$ cat src/rtl/mem_access_stage_pkg.sv
// Shared definitions for the MEM-stage data access unit: op encodings,
// exception codes and the data-memory / timer address map.
package mem_access_stage_pkg;

  typedef enum logic [3:0] {
    OP_NONE = 4'd0,
    OP_LW   = 4'd1,
    OP_LH   = 4'd2,
    OP_LHU  = 4'd3,
    OP_LB   = 4'd4,
    OP_LBU  = 4'd5,
    OP_SW   = 4'd6,
    OP_SH   = 4'd7,
    OP_SB   = 4'd8
  } mem_op_t;

  localparam logic [4:0] EXC_NONE = 5'd0;
  localparam logic [4:0] EXC_ADEL = 5'd4;
  localparam logic [4:0] EXC_ADES = 5'd5;

  localparam logic [31:0] DM_END    = 32'h0000_3000;
  localparam logic [31:0] TC0_BASE  = 32'h0000_7F00;
  localparam logic [31:0] TC1_BASE  = 32'h0000_7F10;
  localparam logic [31:0] TC_SPAN   = 32'd12;
  localparam logic [31:0] TC_CNT    = 32'd8;
  localparam logic [31:0] PC_KERNEL = 32'h0000_4180;

  function automatic logic op_is_load(mem_op_t op);
    return op inside {OP_LW, OP_LH, OP_LHU, OP_LB, OP_LBU};
  endfunction

  function automatic logic op_is_store(mem_op_t op);
    return op inside {OP_SW, OP_SH, OP_SB};
  endfunction

endpackage

$ cat src/rtl/mem_load_ext.sv
// Load lane select and sign/zero extension of the bus read word.
module mem_load_ext
  import mem_access_stage_pkg::*;
(
  input  mem_op_t     op_i,
  input  logic [1:0]  addr_lo_i,
  input  logic [31:0] rdata_i,
  output logic [31:0] data_o
);

  logic [7:0]  byte_c;
  logic [15:0] half_c;

  always_comb begin
    byte_c = rdata_i[7:0];
    case (addr_lo_i)
      2'd1:    byte_c = rdata_i[15:8];
      2'd2:    byte_c = rdata_i[23:16];
      2'd3:    byte_c = rdata_i[31:24];
      default: byte_c = rdata_i[7:0];
    endcase
    half_c = addr_lo_i[1] ? rdata_i[31:16] : rdata_i[15:0];

    case (op_i)
      OP_LB:   data_o = {{24{byte_c[7]}}, byte_c};
      OP_LBU:  data_o = {24'd0, byte_c};
      OP_LH:   data_o = {{16{half_c[15]}}, half_c};
      OP_LHU:  data_o = {16'd0, half_c};
      default: data_o = rdata_i;
    endcase
  end

endmodule

$ cat src/rtl/mem_access_stage.sv
// MEM-stage data access: address check, single bridge transaction with
// wait-state stalling, load extension and the MEM/WB register.
module mem_access_stage
  import mem_access_stage_pkg::*;
(
  input  logic        clk,
  input  logic        reset,
  input  logic        M_valid,
  input  logic [3:0]  M_mem_op,
  input  logic [31:0] M_addr,
  input  logic [31:0] M_wdata,
  input  logic        M_addr_ovf,
  input  logic [31:0] M_PC,
  input  logic [31:0] M_instr,
  input  logic [4:0]  M_exc_code,
  input  logic        int_exc_req,
  output logic        bus_req,
  output logic        bus_we,
  output logic [31:0] bus_addr,
  output logic [3:0]  bus_be,
  output logic [31:0] bus_wdata,
  input  logic        bus_ready,
  input  logic [31:0] bus_rdata,
  output logic        stall,
  output logic [4:0]  M_exc_out,
  output logic        W_valid,
  output logic [31:0] W_PC,
  output logic [31:0] W_instr,
  output logic [31:0] W_rdata,
  output logic [4:0]  W_exc_code
);

  typedef enum logic {S_IDLE, S_WAIT} state_t;

  state_t      state_q, state_d;
  logic [31:0] addr_q, addr_d;
  logic [31:0] wdata_q, wdata_d;
  logic [3:0]  be_q, be_d;
  logic        we_q, we_d;

  mem_op_t     op;
  logic        ld, st, word_op, half_op, in_dm, in_tc, tc_cnt, misal, bad;
  logic        go;
  logic [3:0]  be_c;
  logic [31:0] wdata_c;
  logic [1:0]  lane_c;
  logic [31:0] ext_c;

  assign op = mem_op_t'(M_mem_op);

  // Address legality: DM or timer word registers; timers take only word access
  always_comb begin
    ld      = op_is_load(op);
    st      = op_is_store(op);
    word_op = (op == OP_LW) || (op == OP_SW);
    half_op = (op == OP_LH) || (op == OP_LHU) || (op == OP_SH);
    in_dm   = M_addr < DM_END;
    in_tc   = ((M_addr >= TC0_BASE) && (M_addr < TC0_BASE + TC_SPAN)) ||
              ((M_addr >= TC1_BASE) && (M_addr < TC1_BASE + TC_SPAN));
    tc_cnt  = (M_addr == TC0_BASE + TC_CNT) || (M_addr == TC1_BASE + TC_CNT);
    misal   = (word_op && (M_addr[1:0] != 2'b00)) || (half_op && M_addr[0]);
    bad     = misal || M_addr_ovf || !(in_dm || in_tc) || (in_tc && !word_op);

    M_exc_out = EXC_NONE;
    if (M_exc_code != EXC_NONE)   M_exc_out = M_exc_code;
    else if (ld && bad)           M_exc_out = EXC_ADEL;
    else if (st && (bad || tc_cnt)) M_exc_out = EXC_ADES;
  end

  assign go = M_valid && (op != OP_NONE) && (M_exc_out == EXC_NONE) && !int_exc_req;

  // Byte enables and lane-replicated store data
  always_comb begin
    be_c    = 4'b1111;
    wdata_c = M_wdata;
    case (op)
      OP_SH: begin
        be_c    = M_addr[1] ? 4'b1100 : 4'b0011;
        wdata_c = {2{M_wdata[15:0]}};
      end
      OP_SB: begin
        be_c    = 4'b0001 << M_addr[1:0];
        wdata_c = {4{M_wdata[7:0]}};
      end
      default: ;
    endcase
  end

  always_ff @(posedge clk or negedge reset) begin
    if (!reset) begin
      state_q <= S_IDLE;
      addr_q  <= '0;
      wdata_q <= '0;
      be_q    <= '0;
      we_q    <= 1'b0;
    end else begin
      state_q <= state_d;
      addr_q  <= addr_d;
      wdata_q <= wdata_d;
      be_q    <= be_d;
      we_q    <= we_d;
    end
  end

  always_comb begin
    state_d   = state_q;
    addr_d    = addr_q;
    wdata_d   = wdata_q;
    be_d      = be_q;
    we_d      = we_q;
    bus_req   = 1'b0;
    bus_we    = st;
    bus_addr  = {M_addr[31:2], 2'b00};
    bus_be    = be_c;
    bus_wdata = wdata_c;
    stall     = 1'b0;

    case (state_q)
      S_IDLE: begin
        bus_req = go;
        stall   = go && !bus_ready;
        if (go && !bus_ready) begin
          state_d = S_WAIT;
          addr_d  = M_addr;
          wdata_d = wdata_c;
          be_d    = be_c;
          we_d    = st;
        end
      end
      S_WAIT: begin
        bus_req   = 1'b1;
        bus_we    = we_q;
        bus_addr  = {addr_q[31:2], 2'b00};
        bus_be    = be_q;
        bus_wdata = wdata_q;
        stall     = !bus_ready;
        if (bus_ready) state_d = S_IDLE;
      end
      default: state_d = S_IDLE;
    endcase

    // Flush abandons the access outright; a coincident ready is ignored
    if (int_exc_req) begin
      state_d = S_IDLE;
      bus_req = 1'b0;
      stall   = 1'b0;
    end
    if (!reset) begin
      bus_req = 1'b0;
      stall   = 1'b0;
    end
  end

  assign lane_c = (state_q == S_WAIT) ? addr_q[1:0] : M_addr[1:0];

  mem_load_ext u_load_ext (
    .op_i      (op),
    .addr_lo_i (lane_c),
    .rdata_i   (bus_rdata),
    .data_o    (ext_c)
  );

  always_ff @(posedge clk or negedge reset) begin
    if (!reset) begin
      W_valid    <= 1'b0;
      W_PC       <= '0;
      W_instr    <= '0;
      W_rdata    <= '0;
      W_exc_code <= '0;
    end else if (int_exc_req) begin
      W_valid    <= 1'b0;
      W_PC       <= PC_KERNEL;
      W_instr    <= '0;
      W_rdata    <= '0;
      W_exc_code <= '0;
    end else if (!stall) begin
      W_valid    <= M_valid;
      W_PC       <= M_PC;
      W_instr    <= M_instr;
      W_rdata    <= (go && ld) ? ext_c : 32'd0;
      W_exc_code <= M_exc_out;
    end
  end

endmodule
$ cat config.mk
export PLATFORM = sky130hd
export DESIGN_NAME = mem_access_stage
export DESIGN_NICKNAME = d
export VERILOG_FILES = /design/src/rtl/mem_access_stage_pkg.sv /design/src/rtl/mem_load_ext.sv /design/src/rtl/mem_access_stage.sv
export SDC_FILE = /design/constraint.sdc
export NUM_CORES = 1
export LEC_CHECK = 0
export CAP_MARGIN = 20
export CELL_PAD_IN_SITES_DETAIL_PLACEMENT = 1
export CELL_PAD_IN_SITES_GLOBAL_PLACEMENT = 2
export CORE_MARGIN = 1
export CORE_UTILIZATION = 28
export CTS_CLUSTER_DIAMETER = 100
export DETAILED_ROUTE_END_ITERATION = 16
export PLACE_DENSITY_LB_ADDON = 0.1
export SLEW_MARGIN = 10
export SYNTH_ARGS = -nofsm -noshare
export SYNTH_HDL_FRONTEND = slang
export SYNTH_SLANG_ARGS = --single-unit
$ cat constraint.sdc
create_clock -name clk -period 8.96 [get_ports clk]
set_input_delay 1.344 -clock clk [delete_from_list [all_inputs] [get_ports clk]]
set_output_delay 1.344 -clock clk [all_outputs]
set_load 0.01 [all_outputs]
==> results of run 1 <==
how the worst max path moves through the flow:
stage                        from     to  slack, ns  cells after the start
global route          M_mem_op[2]  stall       2.11                      8
finish                M_mem_op[2]  stall       2.48                      8
floorplan           M_exc_code[0]  stall       4.11                      7
global placement       M_addr[15]  stall       2.53                      8
detailed placement    M_mem_op[2]  stall       2.48                      8
CTS                   M_mem_op[2]  stall       2.45                      8
layout make-up:
type / count / area, um2 / area share
multi-input combinational: 561 / 4010 / 0.307
sequential: 172 / 4310 / 0.330
clock inverter: 13 / 129 / 0.00987
timing repair buffer: 362 / 3610 / 0.277
tap: 396 / 495 / 0.0380
inverter: 16 / 60.1 / 0.00460
clock buffer: 19 / 443 / 0.0339
antenna: 1 / 2.50 / 0.000192
per-layer routing:
metal / global-route usage / vias to the layer above / wire length (um)
met5: 0 / - / 13
met4: 0.0470 / 2 / 272
met3: 0.0576 / 22 / 2140
met2: 0.315 / 210 / 14300
met1: 0.240 / 3590 / 13000
li1: - / 3484 / -
sequential cells by signal (all words and copies together), names as in the netlist:
name	count
W_PC	32
W_exc_code	5
W_instr	32
W_rdata	32
W_valid	1
addr_q	32
be_q	4
state_q	1
wdata_q	32
we_q	1
synth_stat cells (6+ instances only):
library cell and instances:
a21oi_1 26, mux2_2 114, mux2i_1 78, and2_1 9, o21ai_1 24, inv_1 16, a221o_1 8, nor2_1 76
a22oi_1 14, buf_2 6, nor3_1 12, dfrtp_1 172, buf_4 9, clkbuf_1 38, nand3_1 10, o31ai_1 8
nand2_1 83, o21ai_0 49
power breakdown:
part	switching, uW	internal (uW)
Sequential	16.3	809
Clock	350	398
Combinational	134	175
Total	501	1380
through the flow:
stage / power (uW) / setup slack, ns / area, um2 / std cells
after floorplan: 945 / 4.11 / 8660 / 810
after global placement: 1150 / 2.53 / 12500 / 1506
after detailed placement: 1150 / 2.48 / 12500 / 1506
after CTS: 1920 / 2.45 / 13000 / 1538
after global routing: 1980 / 2.11 / 13100 / 1540
final: 1880 / 2.48 / 13100 / 1540
kinds of logic after synthesis:
group / count (synthesis) / synth area share
DFF: 172 / 0.497
muxes: 192 / 0.238
and+or+nand+nor: 215 / 0.109
xor gates and xnor gates: 1 / 0.00101
other: 1 / 0.000433
AOI/OAI and AO/OA: 151 / 0.109
buffers and inverters: 77 / 0.0447
==> impl_metrics.env, run 1 <==
export IMPL_outcome="finished clean"
export IMPL_clk_path_buf_depth=2
export IMPL_worstHoldStart="W_rdata[15]"
export IMPL_design_core_area_um2=30500
export IMPL_r2r_end="W_rdata[27]"
export IMPL_clock_sinks=172
export IMPL_final_cell_mix="348 x clkdlybuf4s50_1, 171 x dfrtp_1, 114 x mux2_2"
export IMPL_skew_ns=0.0148
export IMPL_grt_max_degree=82
export IMPL_route_detailed_drc=0
export IMPL_r2r_setup_slack_ns=5.10
export IMPL_vias=7308
export IMPL_syn_area_per_cell_um2=10.7
export IMPL_synth_area_leaders="dfrtp_1 50%, mux2_2 15%, mux2i_1 9.0%"
export IMPL_layout_drive_gt1_share=0.152
export IMPL_layout_min_cycle_time_ns=6.48
export IMPL_rows=64
export IMPL_crit_required_ns=7.62
export IMPL_ir_drop_mv=0.0977
export IMPL_root_buffer="clkbuf_16"
export IMPL_ant_nets=0
export IMPL_nFillCells=3379
export IMPL_syn_cell_area_um2=8660
export IMPL_synth_cells=809
export IMPL_reg2reg_from="state_q"
export IMPL_cts_hold_buf=0
export IMPL_h_tree_depth=4
export IMPL_ys_ff_latch=172
export IMPL_postCtsSetupRepairBufs=0
export IMPL_grt_pass1_vias=7737
export IMPL_setup_viol=0
export IMPL_r2r_cells=7
export IMPL_hold_violations=0
export IMPL_synth_top_cell_area_share=0.497
export IMPL_hold_ws_ns=0.480
export IMPL_synth_main_ff_cell="dfrtp_1"
export IMPL_insertion_delay_ns=0.44
export IMPL_worst_slew_pin_slew_ns=1.05
export IMPL_nets=1305
export IMPL_crit_path_end_kind="output pin"
export IMPL_rsz0062_at_grt="no"
export IMPL_cp_arrival_ns=5.14
export IMPL_relSlewSlack=0.302
export IMPL_crit_family="buffers and inverters"
export IMPL_hold_path_class="flip-flop to flip-flop"
export IMPL_leakage_uw=0.00538
export IMPL_dieArea_um2=31600
export IMPL_p_per_area_nw_per_um2=144
export IMPL_gp_congestion=0.749
export IMPL_cap_viol_max_count=0
export IMPL_yosys_warnings=0
export IMPL_initial_core_util=0.284
export IMPL_ys_types=51
export IMPL_crit_buf_inv=3
export IMPL_fmax_ghz=0.154
export IMPL_slew_viol_final=0
export IMPL_finalWirelength_mm=29.7
export IMPL_setup_tns_final_ns=0
export IMPL_grt_use_total=0.190
export IMPL_vias_per_cell=4.75
export IMPL_post_drt_wl_per_cell_um=19.3
export IMPL_die_h_um=178
export IMPL_post_route_period_util=0.724
export IMPL_overflow=0
export IMPL_antenna_found_initial=2
export IMPL_dr_pass1_iters=5
export IMPL_ys_async_sr_fraction=1.00
export IMPL_layout_cells_most_common="clkdlybuf4s50_1"
export IMPL_synth_edf_count=0
export IMPL_worstSetupPathType="input pin to output pin"
export IMPL_cp_max_fo=75
export IMPL_path_cells="clkdlybuf4s50_1 -> nand2b_1 -> and3_1 -> a2111oi_1 -> nand3_2 -> a2111oi_4 -> buf_4 -> clkdlybuf4s50_1"
export IMPL_drt_iter0_markers=328
export IMPL_synth_area_leader_cell="dfrtp_1"
export IMPL_holdPathEnd="W_rdata[15]"
export IMPL_cp_slowest_cell="clkdlybuf4s50_1"
export IMPL_fp_dieW_um=178
export IMPL_cts_resized_gates=0
export IMPL_cts_buffers=17
export IMPL_yosysSeqAreaShare=0.497
export IMPL_hold_depth=1
export IMPL_grt_pass1_wl_mm=45.5
export IMPL_syn2layout_area_growth_pct=50.8
export IMPL_clkTransAtPathRegs_ns=0.06
export IMPL_tritoncts="yes"
export IMPL_detailed_place_hpwl_mm=21.2
export IMPL_portBuffers=350
export IMPL_fin_util=0.428
export IMPL_crit_path_start_kind="input pin"
export IMPL_cpPeakStageDelay_ns=0.78
export IMPL_cp_common_cell="clkdlybuf4s50_1"
export IMPL_ios=353
Note: power is estimated with default switching activity, not from simulation.
==> run 2: changes to the inputs <==
- CORE_UTILIZATION: 28 -> 23
- clock period: 8.96 -> 5.25 ns (I/O delays scaled with it)
==> impl_metrics.env, run 2 (same netlist as run 1, synthesis figures left out) <==
export IMPL_outcome="finished clean"
export IMPL_post_place_ws_ns=0.571
export IMPL_rsz0062_at_grt="no"
export IMPL_worst_slack_ns=0.587
export IMPL_hold_path_class="input pin to async pin"
export IMPL_vias_per_cell=4.55
export IMPL_design_core_area_um2=36800
export IMPL_comb_power_share=0.158
export IMPL_leakage_uw=0.00544
export IMPL_antenna_found_initial=3
export IMPL_finalWirelength_mm=31.9
export IMPL_layout_cells_most_common="clkdlybuf4s50_1"
export IMPL_rows=70
export IMPL_grt_pass1_vias=7883
export IMPL_vias=7366
export IMPL_skew_ns=0.00633
export IMPL_setup_tns_final_ns=0
export IMPL_initial_core_util=0.235
export IMPL_cts_resized_gates=0
export IMPL_clkPwrFrac=0.427
export IMPL_netSwitchingPower_uw=850
export IMPL_drt_iter0_markers=239
export IMPL_route_detailed_drc=0
export IMPL_cp_max_fo=4
export IMPL_clk_path_buf_depth=2
export IMPL_nFillCells=4117
export IMPL_ios=353
export IMPL_ant_nets=0
export IMPL_crit_required_ns=4.46
export IMPL_fp_dieW_um=196
export IMPL_postCtsSetupRepairBufs=0
export IMPL_slew_viol_final=0
export IMPL_h_tree_depth=4
export IMPL_layout_drive_gt1_share=0.157
export IMPL_nets=1311
export IMPL_grt_pass1_wl_mm=48.9
export IMPL_cts_buffers=17
export IMPL_ir_drop_mv=0.218
export IMPL_p_per_area_nw_per_um2=255
export IMPL_cts_hold_buf=0
export IMPL_worst_slew_pin_slew_ns=0.960
export IMPL_p_int_uw=2540
export IMPL_finalNonFillerCells=1618
export IMPL_hold_violations=0
export IMPL_root_buffer="clkbuf_16"
export IMPL_insertion_delay_ns=0.44
export IMPL_tritoncts="yes"
export IMPL_post_drt_wl_per_cell_um=19.7
export IMPL_cap_viol_max_count=0
export IMPL_p_seq_frac=0.415
export IMPL_dpl_cell_count=1584
export IMPL_syn2layout_area_growth_pct=53.5
export IMPL_overflow=0
export IMPL_final_cell_mix="348 x clkdlybuf4s50_1, 171 x dfrtp_1, 114 x mux2_2"
export IMPL_crit_path_start_kind="input pin"
export IMPL_grt_use_total=0.169
export IMPL_dr_pass1_iters=4
export IMPL_portBuffers=350
export IMPL_fmax_ghz=0.214
export IMPL_finalPower_uw=3390
export IMPL_relSlewSlack=0.357
export IMPL_p_sw_frac=0.251
export IMPL_setup_viol=0
export IMPL_gp_congestion=0.798
export IMPL_grt_max_degree=75
export IMPL_detailed_place_hpwl_mm=22.9
export IMPL_clock_sinks=172
export IMPL_crit_path_end_kind="output pin"
export IMPL_cp_arrival_ns=3.88
export IMPL_clkTransAtPathRegs_ns=0.07
export IMPL_post_route_period_util=0.888
export IMPL_dieArea_um2=38400
export IMPL_die_h_um=196
export IMPL_layout_min_cycle_time_ns=4.66
export IMPL_worstSetupPathType="input pin to output pin"
-- run 2: cell count changes in the layout (fill, tap and decap cells not counted) --
cell	previous run	this run
buf_4	11	16
bufinv_16	1	5
buf_12	0	1
clkinv_2	2	0
inv_6	5	2
clkinv_4	0	2
clkbuf_1	1	0
diode_2	1	2
inv_8	2	0
clkinvlp_4	3	4
-- run 2: worst max-delay path, cell delays in order --
cell,delay (ns)
clkdlybuf4s50_1,0.47
or4_4,0.60
or4b_4,0.54
a31oi_1,0.19
nand3_2,0.16
a2111oi_4,0.45
clkdlybuf4s50_1,0.68
-- run 2: path summary, 6_finish.rpt --
| check | startpoint | to | slack [ns] | cells after the start |
|---|---|---|---|---|
| setup / recovery | M_exc_code[0] | stall | 0.59 | 7 |
| hold / removal | reset | W_PC[15] | 0.32 | 1 |
| setup reg to reg | state_q | W_rdata[28] | 2.14 | 9 |
| hold reg to reg | be_q[3] | be_q[3] | 0.48 | 1 |
| max in group asynchronous | reset | wdata_q[5] | 3.88 | 2 |
| min in group clk | be_q[3] | be_q[3] | 0.48 | 1 |
-- run 2: final cells by class --
class	instances	area, um2	area share
antenna	2	5.00	0.000377
clock buffer	18	439	0.0331
clock inverter	13	215	0.0162
inverter	16	60.1	0.00452
multi-input combinational	561	4010	0.301
sequential	172	4310	0.324
tap	468	586	0.0441
timing repair buffer	368	3670	0.276
-- run 2: power groups by stage --
stage                     registers [uW]  clock network, uW  logic [uW]
after CTS                           1410               1510         547
final                               1410               1450         537
after global routing                1420               1550         585
after floorplan                     1440                  0         171
after detailed placement            1430                  0         543
after global placement              1430                  0         543
-- run 2: metrics by stage --
stage	area, um2	hold WS, ns	util
floorplan	8660	0.444	-
global placement	12600	0.458	0.343
detailed placement	12600	0.468	0.343
CTS	13300	0.329	0.360
global route	13300	0.327	0.361
finish	13300	0.320	0.361
-- run 2: metal layers --
metal	share of wire	global-route usage	wire (um)	vias to the layer above
met1	0.45	0.217	14300	3640
met5	0.00041	0	13	-
met4	0.014	0.0469	462	2
met3	0.068	0.0586	2170	21
li1	-	-	-	3501
met2	0.47	0.267	15000	202
